File: config.mk
export PLATFORM = sky130hd
export DESIGN_NAME = bp_l15_req_arbiter
export DESIGN_NICKNAME = d
export VERILOG_FILES = /design/src/rtl/bp_l15_req_arbiter_pkg.sv /design/src/rtl/bp_l15_req_arbiter_rr_arb2.sv /design/src/rtl/bp_l15_req_arbiter.sv
export SDC_FILE = /design/constraint.sdc
export NUM_CORES = 1
export LEC_CHECK = 0
export CAP_MARGIN = 20
export CORE_AREA = 2 2 208 210
export CTS_CLUSTER_DIAMETER = 150
export DETAILED_ROUTE_END_ITERATION = 8
export DIE_AREA = 0 0 210 212
export GPL_TIMING_DRIVEN = 0
export PLACE_DENSITY = 0.63
export SETUP_SLACK_MARGIN = 0.5
export SLEW_MARGIN = 15
export SYNTH_ARGS = -nofsm -noshare
export SYNTH_HDL_FRONTEND = slang
export SYNTH_HIERARCHICAL = 1
export SYNTH_SLANG_ARGS = --single-unit
File: constraint.sdc
create_clock -name clk_i -period 11.1 [get_ports clk_i]
set_input_delay 2.22 -clock clk_i [delete_from_list [all_inputs] [get_ports clk_i]]
set_output_delay 2.22 -clock clk_i [all_outputs]
set_load 0.01 [all_outputs]
File: src/rtl/bp_l15_req_arbiter_pkg.sv
// bp_l15_req_arbiter_pkg
// Shared definitions for the BlackParrot <-> OpenPiton L1.5 request arbiter:
// L1.5 request/return type codes, the fixed I-cache fill size, the sequencer
// state enum and the requester identity enum.
package bp_l15_req_arbiter_pkg;

  // L1.5 request types driven on transducer_l15_rqtype
  localparam logic [4:0] LOAD_RQ  = 5'b00000;
  localparam logic [4:0] STORE_RQ = 5'b00001;
  localparam logic [4:0] IMISS_RQ = 5'b10000;

  // L1.5 return types seen on l15_transducer_returntype
  localparam logic [3:0] LOAD_RET  = 4'b0000;
  localparam logic [3:0] IFILL_RET = 4'b0001;
  localparam logic [3:0] INV_RET   = 4'b0011;
  localparam logic [3:0] ST_ACK    = 4'b0100;
  localparam logic [3:0] INT_RET   = 4'b0111;

  // I-cache fills always fetch a full line
  localparam logic [2:0] ICACHE_SIZE = 3'b111;

  typedef enum logic [1:0] {
    ST_IDLE = 2'd0,
    ST_SEND = 2'd1,
    ST_WAIT = 2'd2,
    ST_RESP = 2'd3
  } state_e;

  typedef enum logic {
    OWN_ICACHE = 1'b0,
    OWN_DCACHE = 1'b1
  } owner_e;

  // Return type that completes the outstanding request of a given owner
  function automatic logic [3:0] expected_ret(owner_e owner, logic store);
    if (owner == OWN_ICACHE) return IFILL_RET;
    else if (store)          return ST_ACK;
    else                     return LOAD_RET;
  endfunction

endpackage

File: src/rtl/bp_l15_req_arbiter_rr_arb2.sv
// bp_l15_rr_arb2
// Two-input round-robin arbiter with grant-and-advance.
//   clk_i, reset_i : clock, asynchronous active-high reset
//   req_i[1:0]     : request vector (bit 0 = I-cache, bit 1 = D-cache)
//   advance_i      : a transaction owned by last_i has finished
//   last_i         : index of the requester that owned that transaction
//   grant_o[1:0]   : one-hot grant; with no request pending it points at the
//                    preferred requester so that one can see ready
module bp_l15_rr_arb2 (
  input  logic       clk_i,
  input  logic       reset_i,
  input  logic [1:0] req_i,
  input  logic       advance_i,
  input  logic       last_i,
  output logic [1:0] grant_o
);

  // rr_q = index of the currently preferred requester
  logic rr_q, rr_d;

  always_comb begin
    grant_o = rr_q ? 2'b10 : 2'b01;
    if (req_i == 2'b01) grant_o = 2'b01;
    if (req_i == 2'b10) grant_o = 2'b10;
  end

  // After a completion the other requester becomes preferred, so a held
  // request waits for at most one foreign transaction.
  always_comb begin
    rr_d = rr_q;
    if (advance_i) rr_d = ~last_i;
  end

  always_ff @(posedge clk_i or posedge reset_i) begin
    if (reset_i) rr_q <= 1'b0;
    else         rr_q <= rr_d;
  end

endmodule

File: src/rtl/bp_l15_req_arbiter.sv
// bp_l15_req_arbiter
// Shares one L1.5 transducer request/return channel between the BlackParrot
// I-cache and D-cache miss paths. One request is outstanding at a time:
// IDLE (arbitrate) -> SEND (drive request until ack) -> WAIT (consume returns
// until the matching one) -> RESP (present data until the owner's yumi).
// Ports:
//   clk_i, reset_i                       clock, async active-high reset
//   icache_req_* / dcache_req_*          miss request handshakes and payloads
//   icache_resp_* / dcache_resp_*        response handshakes (yumi style)
//   resp_data_o                          {data_1, data_0} of the matching return
//   transducer_l15_*                     request channel to the L1.5
//   l15_transducer_*                     return channel from the L1.5
//   transducer_l15_req_ack               return consumed
//   err_timeout_o                        sticky "L1.5 stopped responding" flag
//   state_o                              sequencer state, for observation
//
// Handshakes: a request transfers on a cycle where v_i & ready_o are both 1;
// ready_o never depends on a transfer completing and is 0 outside IDLE.
// A response is offered by resp_v_o and taken by the owner's resp_yumi_i in
// the same cycle; yumi is only meaningful while the matching resp_v_o is 1.
// The L1.5 request holds valid with stable fields until l15_transducer_ack.
module bp_l15_req_arbiter
  import bp_l15_req_arbiter_pkg::*;
#(
  parameter int addr_width_p = 40,
  parameter int timeout_p    = 1024
) (
  input  logic                    clk_i,
  input  logic                    reset_i,

  input  logic                    icache_req_v_i,
  output logic                    icache_req_ready_o,
  input  logic [addr_width_p-1:0] icache_req_addr_i,

  input  logic                    dcache_req_v_i,
  output logic                    dcache_req_ready_o,
  input  logic [addr_width_p-1:0] dcache_req_addr_i,
  input  logic                    dcache_req_store_i,
  input  logic [2:0]              dcache_req_size_i,
  input  logic [63:0]             dcache_req_data_i,

  output logic                    icache_resp_v_o,
  input  logic                    icache_resp_yumi_i,
  output logic                    dcache_resp_v_o,
  input  logic                    dcache_resp_yumi_i,
  output logic [127:0]            resp_data_o,

  output logic                    transducer_l15_val,
  output logic [4:0]              transducer_l15_rqtype,
  output logic [addr_width_p-1:0] transducer_l15_address,
  output logic [2:0]              transducer_l15_size,
  output logic [63:0]             transducer_l15_data,
  output logic                    transducer_l15_nc,
  input  logic                    l15_transducer_ack,

  input  logic                    l15_transducer_val,
  input  logic [3:0]              l15_transducer_returntype,
  input  logic [63:0]             l15_transducer_data_0,
  input  logic [63:0]             l15_transducer_data_1,
  output logic                    transducer_l15_req_ack,

  output logic                    err_timeout_o,
  output state_e                  state_o
);

  localparam int CNT_W = (timeout_p > 2) ? $clog2(timeout_p) : 1;
  localparam logic [CNT_W-1:0] CNT_MAX = CNT_W'(timeout_p - 1);

  state_e                  state_q, state_d;
  owner_e                  own_q, own_d;
  logic                    store_q, store_d;
  logic [4:0]              rqtype_q, rqtype_d;
  logic [addr_width_p-1:0] addr_q, addr_d;
  logic [2:0]              size_q, size_d;
  logic [63:0]             data_q, data_d;
  logic [127:0]            resp_data_q, resp_data_d;
  logic [CNT_W-1:0]        cnt_q, cnt_d;
  logic                    err_q, err_d;

  logic [1:0] grant;
  logic       accept;
  logic       advance;
  logic       busy;
  logic       ret_match;

  bp_l15_rr_arb2 u_rr_arb (
    .clk_i     (clk_i),
    .reset_i   (reset_i),
    .req_i     ({dcache_req_v_i, icache_req_v_i}),
    .advance_i (advance),
    .last_i    (own_q),
    .grant_o   (grant)
  );

  assign ret_match = (l15_transducer_returntype == expected_ret(own_q, store_q));

  // Sequencer: next state, request/response register updates, handshakes
  always_comb begin
    state_d                = state_q;
    own_d                  = own_q;
    store_d                = store_q;
    rqtype_d               = rqtype_q;
    addr_d                 = addr_q;
    size_d                 = size_q;
    data_d                 = data_q;
    resp_data_d            = resp_data_q;
    icache_req_ready_o     = 1'b0;
    dcache_req_ready_o     = 1'b0;
    icache_resp_v_o        = 1'b0;
    dcache_resp_v_o        = 1'b0;
    transducer_l15_val     = 1'b0;
    transducer_l15_req_ack = 1'b0;
    accept                 = 1'b0;
    advance                = 1'b0;

    unique case (state_q)
      ST_IDLE: begin
        icache_req_ready_o = grant[0];
        dcache_req_ready_o = grant[1];
        if (icache_req_v_i && grant[0]) begin
          accept   = 1'b1;
          own_d    = OWN_ICACHE;
          store_d  = 1'b0;
          rqtype_d = IMISS_RQ;
          addr_d   = icache_req_addr_i;
          size_d   = ICACHE_SIZE;
          data_d   = '0;
          state_d  = ST_SEND;
        end else if (dcache_req_v_i && grant[1]) begin
          accept   = 1'b1;
          own_d    = OWN_DCACHE;
          store_d  = dcache_req_store_i;
          rqtype_d = dcache_req_store_i ? STORE_RQ : LOAD_RQ;
          addr_d   = dcache_req_addr_i;
          size_d   = dcache_req_size_i;
          data_d   = dcache_req_data_i;
          state_d  = ST_SEND;
        end
      end

      ST_SEND: begin
        transducer_l15_val = 1'b1;
        if (l15_transducer_ack) state_d = ST_WAIT;
      end

      ST_WAIT: begin
        // Every return is consumed; unrelated ones (interrupts,
        // invalidations) are simply dropped.
        transducer_l15_req_ack = l15_transducer_val;
        if (l15_transducer_val && ret_match) begin
          resp_data_d = {l15_transducer_data_1, l15_transducer_data_0};
          state_d     = ST_RESP;
        end
      end

      ST_RESP: begin
        if (own_q == OWN_ICACHE) begin
          icache_resp_v_o = 1'b1;
          if (icache_resp_yumi_i) begin
            advance = 1'b1;
            state_d = ST_IDLE;
          end
        end else begin
          dcache_resp_v_o = 1'b1;
          if (dcache_resp_yumi_i) begin
            advance = 1'b1;
            state_d = ST_IDLE;
          end
        end
      end

      default: state_d = ST_IDLE;
    endcase
  end

  // Timeout: counts cycles spent in SEND/WAIT for the current request,
  // saturating; the error stays set once the limit is reached.
  always_comb begin
    busy  = (state_q == ST_SEND) || (state_q == ST_WAIT);
    cnt_d = cnt_q;
    if (accept) begin
      cnt_d = '0;
    end else if (busy && (cnt_q != CNT_MAX)) begin
      cnt_d = cnt_q + CNT_W'(1);
    end
    err_d = err_q | (busy && (cnt_d == CNT_MAX));
  end

  always_ff @(posedge clk_i or posedge reset_i) begin
    if (reset_i) begin
      state_q     <= ST_IDLE;
      own_q       <= OWN_ICACHE;
      store_q     <= 1'b0;
      rqtype_q    <= '0;
      addr_q      <= '0;
      size_q      <= '0;
      data_q      <= '0;
      resp_data_q <= '0;
      cnt_q       <= '0;
      err_q       <= 1'b0;
    end else begin
      state_q     <= state_d;
      own_q       <= own_d;
      store_q     <= store_d;
      rqtype_q    <= rqtype_d;
      addr_q      <= addr_d;
      size_q      <= size_d;
      data_q      <= data_d;
      resp_data_q <= resp_data_d;
      cnt_q       <= cnt_d;
      err_q       <= err_d;
    end
  end

  assign transducer_l15_rqtype  = rqtype_q;
  assign transducer_l15_address = addr_q;
  assign transducer_l15_size    = size_q;
  assign transducer_l15_data    = data_q;
  assign transducer_l15_nc      = 1'b0;
  assign resp_data_o            = resp_data_q;
  assign err_timeout_o          = err_q;
  assign state_o                = state_q;

endmodule

* Word-level counts from Yosys, hierarchy flattened
Index checks and enable logic that the tools add are counted.
** Storage, ports and cells
- Bits in registers :: 256
- Input port bits :: 288
** Cells by class
- Add/subtract/negate cells :: 1
- Eq/ne operators :: 13
- Multiplexer cells :: 43
- Bitwise logic cells :: 2
- Reductions and logical operators :: 11
** Operators with widths (count)
- $mux W64 :: 2
- $mux W40 :: 2
- $mux W1 :: 20
- $mux W10 :: 2
- $mux W2 :: 10
- $mux W3 :: 4
- $add A10 B1 Y10 const B :: 1
- $eq A10 B10 Y1 const B :: 1
- $mux W5 :: 2
- $ne A10 B10 Y1 const B :: 1
- $ne A3 B3 Y1 const B :: 3
- $pmux W2 S4 :: 1
- $eq A2 B2 Y1 const B :: 3
- $logic_and A1 B1 Y1 :: 5
- $reduce_and A5 Y1 :: 1
- $eq A2 B1 Y1 const B :: 2
- $eq A4 B4 Y1 :: 1
- $ne A2 B2 Y1 const B :: 2
- $reduce_and A2 Y1 :: 2
- $logic_not A2 Y1 :: 1
- $reduce_bool A2 Y1 :: 1
- $logic_or A1 B1 Y1 :: 1
- $not A1 Y1 :: 1
- $or A1 B1 Y1 :: 1

* Longest topological paths before layout
- Word-level depth :: 11
- Gate-level depth with buffers :: 9
- Depth with buffers taken out :: 7

* Hierarchy
The synthesis kept the hierarchy.
** Modules (own cells, without submodules)
- bp_l15_req_arbiter :: times used 1, cells an instance 664, area each 10327.4 sq um
- bp_l15_rr_arb2 :: times used 1, cells an instance 8, area each 65.1 sq um

* Worst setup path after synthesis
OpenSTA, ideal clock, no wires.
- Path kind :: input to output
- Start point :: input port dcache_req_v_i
- End point :: output port icache_req_ready_o
- Arrival time :: 2847 ps
- Slack :: 6033 ps
- Cell stages on the path :: 3
- Buffers on the path :: 0
- Cells stage by stage :: nand2b_1 > a21oi_1 > and2_1
** Between the ends
- Longest elaborated chain between the ends :: 4
- Elaborated cells between the ends (all ways) :: 5
- Classes of those cells :: 2 x eq/ne; 3 x mux
** RTL lines
- start: declaration :: line bp_l15_req_arbiter.sv:35 : input logic dcache_req_v_i,
- $eq A2 B1 Y1 :: line bp_l15_req_arbiter_rr_arb2.sv:23 : if (req_i == 2'b01) grant_o = 2'b01;
- $mux W2 :: line bp_l15_req_arbiter_rr_arb2.sv:23
- $mux W2 (*) :: line bp_l15_req_arbiter_rr_arb2.sv:24 : if (req_i == 2'b10) grant_o = 2'b10;
- net grant[0] :: line bp_l15_req_arbiter.sv:80 : logic [1:0] grant;
- $mux W1 (*) :: line bp_l15_req_arbiter.sv:116 : unique case (state_q)
- end: declaration :: line bp_l15_req_arbiter.sv:32 : output logic icache_req_ready_o,
Mark *: on every way through the listed nets, which the timed path passes. The rest lies on a longest branch.

* Worst setup path in the final report
- Start point :: input port icache_req_v_i
- End point :: output port icache_req_ready_o
** Between the ends
- Longest elaborated chain between the ends :: 4
- Elaborated cells between the ends (all ways) :: 5
- Classes of those cells :: 2 x eq/ne; 3 x mux
** RTL lines
- start: declaration :: line bp_l15_req_arbiter.sv:31 : input logic icache_req_v_i,
- $eq A2 B1 Y1 :: line bp_l15_req_arbiter_rr_arb2.sv:23
- $mux W2 :: line bp_l15_req_arbiter_rr_arb2.sv:23
- $mux W2 (*) :: line bp_l15_req_arbiter_rr_arb2.sv:24
- net grant[0] :: line bp_l15_req_arbiter.sv:80
- $mux W1 (*) :: line bp_l15_req_arbiter.sv:116
Marks and branches as above.

==> results_dict.tcl <==
set metrics [dict create \
    drv_cap 0 \
    drive_gt1_frac 0.1742 \
    cts_sinks 252 \
    ys_async_sr_fraction 1.000 \
    slew_viol_final 0 \
    start_util 0.2445 \
    hold_class "reg2reg" \
    rsz0062_at_grt "no" \
    yosys-top-cells-count "dfrtp_1, mux2_4, a22o_1, inv_1, a222oi_1" \
    fmax_mhz 160.8 \
    cts_buffer_depth 3 \
    io_pins 538 \
    post_dp_cell_area_sq_um 16480 \
    finClkSkew_ns 0.008179 \
    drt_wl_total_um 34370 \
    worstPathArrival_ns 4.00 \
    slew_headroom 0.4784 \
    syn2layout_area_growth_pct 68.48 \
    min_period_over_period 0.5603 \
    startpoint_type "input port" \
    worst_pin_slew_ns 0.7824 \
    status "finished clean" \
    drc_errors 0 \
    die_height_um 212 \
    grt_pass1_vias 8600 \
    vias 7970 \
    setup_viol 0 \
    globalplace.congestion 0.7987 \
    fin_nets 1535 \
    fin_util 0.4119 \
    p_leak_nw 8.183 \
    synth-main-ff-cell "dfrtp_1" \
    r2r_slack_ns 8.38 \
    path_class "in2out" \
    worst-path-max-fanout 6 \
    cts_setup_buffers 0 \
    grt_max_degree 107 \
    synth_top_area_frac 0.6068 \
    hold_violations 0 \
    grt_first_pass_wirelength_um 51220 \
    cp-end-kind "primary output" \
    cts.clk_slew.worst_paths_ns 0.06 \
    synth.distinct_cells 48 \
    portBuffers 533 \
    drt_iter0_drc 432 \
    n_antenna_cell 0 \
    drt-pass1-iter-count 6 \
    syn_area_per_cell_sq_um 15.46 \
    insertion_delay_ns 0.56 \
    coreArea_sq_um 42510 \
    postCtsHoldBufs 0 \
    final.setup.worst_slack_ns 4.881 \
    cp_data_required_time_ns 8.88 \
    num_rows 76 \
    grt_remaining_overflow 0 \
    cts_tree "built" \
    dp_hpwl_um 26230 \
    fin_setup_tns_ns 0 \
    htreeDepth 1 \
    yosysTopAreaCell "dfrtp_1" \
    synth-seq-area-share 0.6068 \
    post-route-cell-area_sq_um 17510 \
    yosys-top-cells-area "dfrtp_1, mux2_4, a22o_1" \
    ys_ff_latch 252 \
    synth.most_common_cell "dfrtp_1" \
    syn-instance-count 672 \
    pre_cts_slack_ns 4.896 \
    ctsResizeCount 0 \
    die_area_sq_um 44520 \
    wl_per_cell_um 19.00 \
    die_x_um 210 \
    cts_made_buffers 29 \
    power_density_nw_per_um2 240.5 \
    layout_min_cycle_time_ns 6.219 \
    antenna_found_initial 0 \
    viasPerCell 4.406 \
    ant_nets 0 \
    synth_edf_count 0 \
    root_buffer "clkbuf_16" \
    syn-cell-area_sq_um 10390 \
    peakVddDrop_v 0.0001100 \
    grt_usage 0.1479 \
    yosysWarningCount 6 \
]
==> layout by cell type, fill, tap and decap left out, types with 5 or more instances in the layout <==
| master | n |
|---|---|
| nand2_1 | 12 |
| clkbuf_8 | 9 |
| buf_1 | 5 |
| clkbuf_16 | 29 |
| mux2_4 | 120 |
| a22o_1 | 65 |
| a222oi_1 | 41 |
| inv_1 | 46 |
| mux2_2 | 9 |
| ha_1 | 6 |
| dfrtp_1 | 252 |
| clkbuf_1 | 16 |
| buf_4 | 5 |
| nor2_1 | 11 |
| buf_12 | 11 |
| buf_2 | 10 |
| a21oi_1 | 5 |
| clkinv_2 | 5 |
| clkdlybuf4s50_1 | 533 |
==> area by class of cell <==
type / instances / area, sq um
Buffer: 48 / 412.9
Multi-Input combinational cell: 328 / 3508
Timing Repair Buffer: 535 / 5390
Clock inverter: 13 / 167.7
Inverter: 47 / 183.9
Sequential cell: 252 / 6306
Fill cell: 3951 / 25000
Tap cell: 546 / 683.2
Clock buffer: 40 / 857.1
==> sequential cells by signal, indices dropped and copies added, names as in the netlist, 2 cells and up <==
register                flops
cnt_q                      10
transducer_l15_rqtype       2
transducer_l15_data        64
state_o                     2
transducer_l15_address     40
transducer_l15_size         3
resp_data_o               128
==> routing by layer <==
| metal | global-route usage | routed length [um] |
|---|---|---|
| met1 | 0.1727 | 13490 |
| met2 | 0.2595 | 16890 |
| met3 | 0.04771 | 3213 |
| met4 | 0.04353 | 785 |
| met5 | 0 | 0 |
==> critical path: stages <==
cell and delay, ns:
clkdlybuf4s50_1 0.59, nand2b_1 0.11, a21oi_1 0.34, and2_1 0.19, clkdlybuf4s50_1 0.54
==> final timing paths <==
path,startpoint,endpoint,cells past startpoint
max,icache_req_v_i,icache_req_ready_o,5
max in group asynchronous,reset_i,resp_data_o[25]$_DFFE_PP0P_,3
min reg2reg,transducer_l15_rqtype[4]$_DFFE_PP0P_,transducer_l15_rqtype[4]$_DFFE_PP0P_,1
max reg2reg,u_rr_arb/rr_q$_DFFE_PP0P_,transducer_l15_address[31]$_DFFE_PP0P_,8
min in group asynchronous,reset_i,u_rr_arb/rr_q$_DFFE_PP0P_,2
min,transducer_l15_rqtype[4]$_DFFE_PP0P_,transducer_l15_rqtype[4]$_DFFE_PP0P_,1
==> stage by stage <==
| step | total power (W) | hold slack, ns | instances |
|---|---|---|---|
| 3_3_place_gp | 0.003198 | 0.4656 | 1754 |
| 3_5_place_dp | 0.003216 | 0.4727 | 1756 |
| 5_1_grt | 0.004434 | 0.5119 | 1809 |
| 4_1_cts | 0.004265 | 0.4866 | 1809 |
| 2_1_floorplan | 0.002220 | 0.5117 | 675 |
| 6_report | 0.004211 | 0.4811 | 1809 |
==> kinds of logic after synthesis <==
| family | synth area share |
|---|---|
| buf+inv | 0.05671 |
| mux | 0.1860 |
| simple gates | 0.02986 |
| flops | 0.6068 |
| fa+ha+maj | 0.007224 |
| xor+xnor | 0.004214 |
| other cells | 0.0003608 |
| compound gates | 0.1088 |
==> report_power, final <==
group          total, W  internal [W]  switching [W]  leakage [nW]
registers       0.00148       0.00126       0.000219          3.26
clock network   0.00101      0.000611       0.000402         0.506
logic           0.00171       0.00105       0.000666          4.42
Power figures use the tool's default switching activity.
